File: config.mk
export PLATFORM = sky130hd
export DESIGN_NAME = instr_cache_flat
export DESIGN_NICKNAME = d
export VERILOG_FILES = /design/src/rtl/instr_cache_pkg.sv /design/src/rtl/instr_memory_if.sv /design/src/rtl/icache_data_ram.sv /design/src/rtl/instr_cache.sv /design/src/flat_wrapper.sv
export SDC_FILE = /design/constraint.sdc
export NUM_CORES = 2
export LEC_CHECK = 0
export CAP_MARGIN = 20
export CORE_ASPECT_RATIO = 0.7
export CORE_MARGIN = 4
export CORE_UTILIZATION = 55
export CTS_CLUSTER_DIAMETER = 40
export DETAILED_ROUTE_END_ITERATION = 6
export PLACE_DENSITY_LB_ADDON = 0.05
export SYNTH_ARGS = -nofsm -noshare
export SYNTH_HDL_FRONTEND = slang
export SYNTH_SLANG_ARGS = --single-unit
File: constraint.sdc
create_clock -name clk_i -period 8 [get_ports clk_i]
set_input_delay 1.6 -clock clk_i [delete_from_list [all_inputs] [get_ports clk_i]]
set_output_delay 1.6 -clock clk_i [all_outputs]
set_load 0.005 [all_outputs]
File: src/rtl/instr_cache_pkg.sv
// Shared types, constants and address-split helpers for the instruction cache.
package instr_cache_pkg;

    localparam logic [31:0] NOP_INSTR = 32'h0000_0013;

    typedef enum logic {LOOKUP, FILL} icache_state_t;

    // Field extractors return the field right-aligned; callers cast to the field width.
    function automatic logic [31:0] addr_off(logic [31:0] pc, int unsigned off_w);
        return (pc >> 2) & ((32'd1 << off_w) - 32'd1);
    endfunction

    function automatic logic [31:0] addr_idx(logic [31:0] pc, int unsigned off_w,
                                             int unsigned idx_w);
        return (pc >> (2 + off_w)) & ((32'd1 << idx_w) - 32'd1);
    endfunction

    function automatic logic [31:0] addr_tag(logic [31:0] pc, int unsigned off_w,
                                             int unsigned idx_w);
        return pc >> (2 + off_w + idx_w);
    endfunction

endpackage

File: src/rtl/instr_memory_if.sv
// Instruction-fetch interface: the requester drives pc, the provider returns instr.
interface instr_memory_if;
    logic [31:0] pc;
    logic [31:0] instr;

    modport provider (input pc, output instr);
    modport requester (output pc, input instr);
endinterface

File: src/rtl/icache_data_ram.sv
// Cache data array: asynchronous read, synchronous write, no reset.
module icache_data_ram #(
    parameter int unsigned Depth = 64,
    parameter int unsigned Width = 32
) (
    input  logic                     clk_i,
    input  logic                     we_i,
    input  logic [$clog2(Depth)-1:0] waddr_i,
    input  logic [Width-1:0]         wdata_i,
    input  logic [$clog2(Depth)-1:0] raddr_i,
    output logic [Width-1:0]         rdata_o
);

    logic [Width-1:0] mem_q [Depth];

    always_ff @(posedge clk_i) begin
        if (we_i) begin
            mem_q[waddr_i] <= wdata_i;
        end
    end

    assign rdata_o = mem_q[raddr_i];

endmodule

File: src/rtl/instr_cache.sv
// Direct-mapped read-only instruction cache with in-order whole-line refill over a
// req/ack word port. Hits return the instruction in the same cycle as the pc.
module instr_cache #(
    parameter int unsigned NUM_LINES  = 16,
    parameter int unsigned LINE_WORDS = 4,
    parameter logic [31:0] NOP_INSTR  = instr_cache_pkg::NOP_INSTR
) (
    input  logic                    clk_i,
    input  logic                    reset_i,
    instr_memory_if.provider        imem_if,
    output logic                    stall_o,
    input  logic                    flush_i,
    output logic                    mem_req_o,
    output logic [31:0]             mem_addr_o,
    input  logic                    mem_ack_i,
    input  logic [31:0]             mem_rdata_i
);
    import instr_cache_pkg::*;

    localparam int unsigned OffW = $clog2(LINE_WORDS);
    localparam int unsigned IdxW = $clog2(NUM_LINES);
    localparam int unsigned TagW = 30 - OffW - IdxW;

    logic [OffW-1:0]      off;
    logic [IdxW-1:0]      idx;
    logic [TagW-1:0]      tag;

    icache_state_t        state_q;
    logic [OffW-1:0]      cnt_q;
    logic [OffW-1:0]      cnt_d;
    logic [TagW-1:0]      miss_tag_q;
    logic [IdxW-1:0]      miss_idx_q;
    logic                 mem_req_q;
    logic [31:0]          mem_addr_q;
    logic                 flush_pending_q;
    logic [NUM_LINES-1:0] valid_q;
    logic [TagW-1:0]      tag_q [NUM_LINES];

    logic                 hit;
    logic                 fill_ack;
    logic                 last_ack;
    logic [31:0]          ram_rdata;

    assign off = OffW'(addr_off(imem_if.pc, OffW));
    assign idx = IdxW'(addr_idx(imem_if.pc, OffW, IdxW));
    assign tag = TagW'(addr_tag(imem_if.pc, OffW, IdxW));

    assign hit      = (state_q == LOOKUP) && valid_q[idx] && (tag_q[idx] == tag);
    assign fill_ack = (state_q == FILL) && mem_req_q && mem_ack_i;
    assign last_ack = fill_ack && (cnt_q == OffW'(LINE_WORDS - 1));
    assign cnt_d    = cnt_q + OffW'(1);

    assign stall_o       = !hit;
    assign imem_if.instr = hit ? ram_rdata : NOP_INSTR;
    assign mem_req_o     = mem_req_q;
    assign mem_addr_o    = mem_addr_q;

    icache_data_ram #(
        .Depth (NUM_LINES * LINE_WORDS),
        .Width (32)
    ) u_data_ram (
        .clk_i   (clk_i),
        .we_i    (fill_ack),
        .waddr_i ({miss_idx_q, cnt_q}),
        .wdata_i (mem_rdata_i),
        .raddr_i ({idx, off}),
        .rdata_o (ram_rdata)
    );

    always_ff @(posedge clk_i or posedge reset_i) begin
        if (reset_i) begin
            state_q         <= LOOKUP;
            cnt_q           <= '0;
            miss_tag_q      <= '0;
            miss_idx_q      <= '0;
            mem_req_q       <= 1'b0;
            mem_addr_q      <= '0;
            flush_pending_q <= 1'b0;
            valid_q         <= '0;
        end else begin
            unique case (state_q)
                LOOKUP: begin
                    // The hit seen this cycle stands even when a flush lands on this edge.
                    if (flush_i) begin
                        valid_q <= '0;
                    end
                    if (!hit) begin
                        miss_tag_q <= tag;
                        miss_idx_q <= idx;
                        cnt_q      <= '0;
                        mem_req_q  <= 1'b1;
                        mem_addr_q <= {tag, idx, {OffW{1'b0}}, 2'b00};
                        state_q    <= FILL;
                    end
                end
                FILL: begin
                    if (flush_i) begin
                        flush_pending_q <= 1'b1;
                    end
                    if (fill_ack) begin
                        cnt_q      <= cnt_d;
                        mem_addr_q <= {miss_tag_q, miss_idx_q, cnt_d, 2'b00};
                    end
                    if (last_ack) begin
                        mem_req_q       <= 1'b0;
                        flush_pending_q <= 1'b0;
                        state_q         <= LOOKUP;
                        // A fence seen at any point of the fill invalidates everything,
                        // including the line just fetched.
                        if (flush_pending_q || flush_i) begin
                            valid_q <= '0;
                        end else begin
                            valid_q[miss_idx_q] <= 1'b1;
                        end
                    end
                end
                default: state_q <= LOOKUP;
            endcase
        end
    end

    always_ff @(posedge clk_i) begin
        if (last_ack) begin
            tag_q[miss_idx_q] <= miss_tag_q;
        end
    end

endmodule

File: src/flat_wrapper.sv
// flat-port wrapper written by rule: the top's interface ports become plain ports
module instr_cache_flat import instr_cache_pkg::*;
#(
    parameter int unsigned NUM_LINES  = 16,
    parameter int unsigned LINE_WORDS = 4,
    parameter logic [31:0] NOP_INSTR  = instr_cache_pkg::NOP_INSTR
)
  (clk_i, reset_i, stall_o, flush_i, mem_req_o, mem_addr_o, mem_ack_i, mem_rdata_i, imem_if_pc, imem_if_instr);
  instr_memory_if imem_if_i ();
  input  logic clk_i;
  input  logic reset_i;
  output logic stall_o;
  input  logic flush_i;
  output logic mem_req_o;
  output logic [31:0] mem_addr_o;
  input  logic mem_ack_i;
  input  logic [31:0] mem_rdata_i;
  input wire logic [$bits(imem_if_i.pc)-1:0] imem_if_pc;
  output wire logic [$bits(imem_if_i.instr)-1:0] imem_if_instr;
  assign imem_if_i.pc = imem_if_pc;
  assign imem_if_instr = imem_if_i.instr;
  instr_cache #(.NUM_LINES(NUM_LINES), .LINE_WORDS(LINE_WORDS), .NOP_INSTR(NOP_INSTR)) u_core (.clk_i(clk_i), .reset_i(reset_i), .imem_if(imem_if_i), .stall_o(stall_o), .flush_i(flush_i), .mem_req_o(mem_req_o), .mem_addr_o(mem_addr_o), .mem_ack_i(mem_ack_i), .mem_rdata_i(mem_rdata_i));
endmodule
==> load_flow_metrics.sql <==
INSERT INTO impl_metrics (metric_group, metric, value, unit) VALUES
('synthesis', 'yosys.area.top_type_share', '75.5', '%'),
('clock_network', 'htreeDepth', '4', ''),
('sta', 'slew-limit-headroom', '23.0', '%'),
('global_route', 'grt_overflow', '0', ''),
('detailed_routing', 'drt_iter0_markers', '6046', ''),
('sta', 'setup-violations-final', '0', ''),
('pwr', 'peakVddDrop', '259', 'uV'),
('cells_and_area', 'seq_area', '0.0750', 'mm2'),
('placed_design', 'detailedPlacementHpwl', '137000', 'um'),
('sta', 'grt_setup_unrepaired', 'no', ''),
('critical_path', 'crit_chain', 'buf_8, buf_4, mux4_2, mux4_2, o21ai_0, a2111oi_2, nand4_2, or3_4, buf_12, or2_1, clkdlybuf4s50_1', ''),
('critical_path', 'crit_fanout', '53', ''),
('clock_network', 'cts-root-to-sink-buffers', '3', ''),
('outcome', 'status', 'finished clean', ''),
('global_route', 'vias_in_the_first_global_route', '44800', ''),
('cells_and_area', 'area_growth', '14.3', '%'),
('critical_path', 'crit_path_start_kind', 'input pin', ''),
('sta', 'final_max_slew_viol_count', '0', ''),
('detailed_routing', 'ant_nets', '0', ''),
('sta', 'maxClockFrequency', '133', 'MHz'),
('synthesis', 'synthCells', '4067', ''),
('global_route', 'grt_pass1_wl', '341000', 'um'),
('floorplanning', 'chipHeight', '359', 'um'),
('sta', 'worstMarginPinSlew', '1.15', 'ns'),
('synthesis', 'synth-seq-area-share', '77.5', '%'),
('clock_network', 'cts_hold_buf', '0', ''),
('floorplanning', 'die-area', '0.183', 'mm2'),
('critical_path', 'critical_path.max_stage_delay', '0.57', 'ns'),
('synthesis', 'dominantRegCellSynth', 'sky130_fd_sc_hd__edfxtp_1', ''),
('synthesis', 'synth.lib_cells_used.distinct', '58', ''),
('critical_path', 'end_kind', 'primary output', ''),
('synthesis', 'yosysWarningCount', '0', ''),
('synthesis', 'synthDominantAreaCellType', 'sky130_fd_sc_hd__edfxtp_1', ''),
('global_route', 'grt_start_max_net_pins', '71', ''),
('synthesis', 'cell_with_the_most_instances_after_synthesis', 'sky130_fd_sc_hd__edfxtp_1', ''),
('cells_and_area', 'fill_cells', '11500', ''),
('synthesis', 'synth-seq-cells', '2509', ''),
('pwr', 'power.leakage', '35.9', 'nW'),
('sta', 'hold_violations', '0', ''),
('critical_path', 'crit_family', 'buffers and inverters', ''),
('synthesis', 'post_synth_main_area_contributors', 'sky130_fd_sc_hd__edfxtp_1 76%, sky130_fd_sc_hd__mux4_2 17%, sky130_fd_sc_hd__dfrtp_1 2.0%, sky130_fd_sc_hd__mux2i_1 0.89%, sky130_fd_sc_hd__nor2_1 0.62%', ''),
('cells_and_area', 'final_core_util', '63.4', '%'),
('floorplanning', 'die_x', '509', 'um'),
('placed_design', 'placement.io_buffers', '129', ''),
('floorplanning', 'fp.coreArea', '0.174', 'mm2'),
('critical_path', 'timing.critical_path.arrival', '5.93', 'ns'),
('critical_path', 'crit_buf_inv', '4', ''),
('synthesis', 'synth_commonest_cells', '2432 x sky130_fd_sc_hd__edfxtp_1, 737 x sky130_fd_sc_hd__mux4_2, 161 x sky130_fd_sc_hd__nor2_1, 134 x sky130_fd_sc_hd__clkbuf_1, 86 x sky130_fd_sc_hd__mux2i_1', ''),
('critical_path', 'timing.critical_path.required', '6.40', 'ns'),
('detailed_routing', 'vias_per_cell', '6.49', ''),
('clock_network', 'cts_inserted_buffers', '240', ''),
('synthesis', 'synth-edff-count', '2432', ''),
('sta', 'period_needed', '7.53', 'ns'),
('detailed_routing', 'post_drt_wl_per_cell', '34.5', 'um'),
('detailed_routing', 'drt_wl_total', '240000', 'um'),
('detailed_routing', 'firstDrtPassIters', '7', ''),
('placed_design', 'place_congestion', '0.787', ''),
('cells_and_area', 'stdcell_area', '0.111', 'mm2'),
('clock_network', 'cts_repair_resizes', '0', ''),
('synthesis', 'synthesis.area', '0.0967', 'mm2'),
('clock_network', 'postCtsSetupBuffers', '0', ''),
('sta', 'fin_setup_tns', '0', 'ns'),
('clock_network', 'cts_tree', 'done', ''),
('cells_and_area', 'final_nets', '4485', ''),
('floorplanning', 'io-pin-count', '134', ''),
('floorplanning', 'initial_core_util', '55.4', '%'),
('clock_network', 'clk_root_buffer_cell', 'sky130_fd_sc_hd__clkbuf_16', ''),
('global_route', 'antenna_found_initial', '12', ''),
('clock_network', 'cts.sinks', '2509', ''),
('pwr', 'design_power_total', '26.9', 'mW'),
('critical_path', 'critical-path-top-cell-by-count', 'sky130_fd_sc_hd__mux4_2', '');
## worst paths after layout
check	end	startpoint	cells after the start	slack, ns
setup reg to reg	u_core.u_data_ram.mem_q[43][14]	u_core.state_q	5	3.70
setup / recovery	imem_if_instr[1]	imem_if_pc[4]	11	0.47
min in group asynchronous	u_core.miss_tag_q[9]	reset_i	2	1.00
hold reg to reg	u_core.valid_q[7]	u_core.valid_q[7]	2	0.50
hold / removal	u_core.valid_q[7]	u_core.valid_q[7]	2	0.50
max in group asynchronous	u_core.miss_tag_q[18]	reset_i	3	5.80
## worst min-delay path, cell delays in order, from the launching register on
cell and delay (ns):
sky130_fd_sc_hd__dfrtp_1 0.34, sky130_fd_sc_hd__a21oi_1 0.04, sky130_fd_sc_hd__nor2_1 0.07
## cells in the final DEF (no fill, tap or decap), types with 22 or more instances in the layout
master	n
sky130_fd_sc_hd__buf_4	147
sky130_fd_sc_hd__edfxtp_1	2432
sky130_fd_sc_hd__nand2_1	22
sky130_fd_sc_hd__clkbuf_16	250
sky130_fd_sc_hd__clkinv_2	36
sky130_fd_sc_hd__buf_12	46
sky130_fd_sc_hd__mux2i_1	86
sky130_fd_sc_hd__a211oi_1	36
sky130_fd_sc_hd__clkdlybuf4s50_1	91
sky130_fd_sc_hd__a221oi_2	28
sky130_fd_sc_hd__a21oi_1	27
sky130_fd_sc_hd__mux4_2	737
sky130_fd_sc_hd__dfrtp_1	77
sky130_fd_sc_hd__inv_1	29
sky130_fd_sc_hd__clkbuf_1	35
sky130_fd_sc_hd__bufinv_16	26
sky130_fd_sc_hd__clkinv_1	45
sky130_fd_sc_hd__buf_2	32
sky130_fd_sc_hd__nor2_1	81
sky130_fd_sc_hd__nor2_4	80
sky130_fd_sc_hd__mux2_2	30
sky130_fd_sc_hd__nor2b_1	38
## registers in the layout (all words and copies together), names as in the netlist
name / count
u_core.mem_req_o: 1
u_core.tag_q: 384
u_core.miss_tag_q: 24
u_core.mem_addr_o: 29
u_core.flush_pending_q: 1
u_core.miss_idx_q: 4
u_core.u_data_ram.mem_q: 2048
u_core.valid_q: 16
u_core.state_q: 1
u_core.cnt_q: 1
## cell families after synthesis
| kind of cell | count (synthesis) | share of synthesized area (%) |
|---|---|---|
| multiplexers | 858 | 18.5 |
| adder cells (fa/ha/maj) | 1 | 0.0129 |
| XOR/XNOR | 35 | 0.317 |
| other | 1 | 0.00388 |
| AO/OA/AOI/OAI | 136 | 1.24 |
| flip-flops | 2509 | 77.5 |
| AND/OR/NAND/NOR | 272 | 1.29 |
| buffers and inverters | 255 | 1.16 |
## cell type report
type | count | area share, %
Antenna cell | 7 | 0.0158
Clock buffer | 285 | 5.78
Timing Repair Buffer | 330 | 3.09
Multi-Input combinational cell | 1304 | 19.2
Sequential cell | 2509 | 67.8
Inverter | 31 | 0.106
Clock inverter | 150 | 1.36
Tap cell | 2340 | 2.65
## through the flow
step                      hold slack [ns]  worst slack, ns  instances
after floorplan                     0.457             2.02       4068
after global placement              0.474            0.550       6481
after detailed placement            0.481            0.529       6490
after CTS                           0.495            0.498       6925
after global routing                0.522            0.226       6950
final                               0.495            0.466       6956
## power by group
part | switching (mW) | total, mW | leakage (nW) | internal (mW)
registers | 0.00396 | 14.4 | 23.9 | 14.4
clock network | 4.89 | 11.4 | 3.83 | 6.52
logic | 0.632 | 1.12 | 8.22 | 0.485
total | 5.52 | 26.9 | 35.9 | 21.4
## per-layer routing
layer | GRT usage [%] | routed length [um]
met4 | 6.72 | 5500
met1 | 42.6 | 104000
met5 | 0 | 50
met3 | 7.62 | 25600
met2 | 36.3 | 104000
Note: power is estimated with default switching activity, not from simulation.
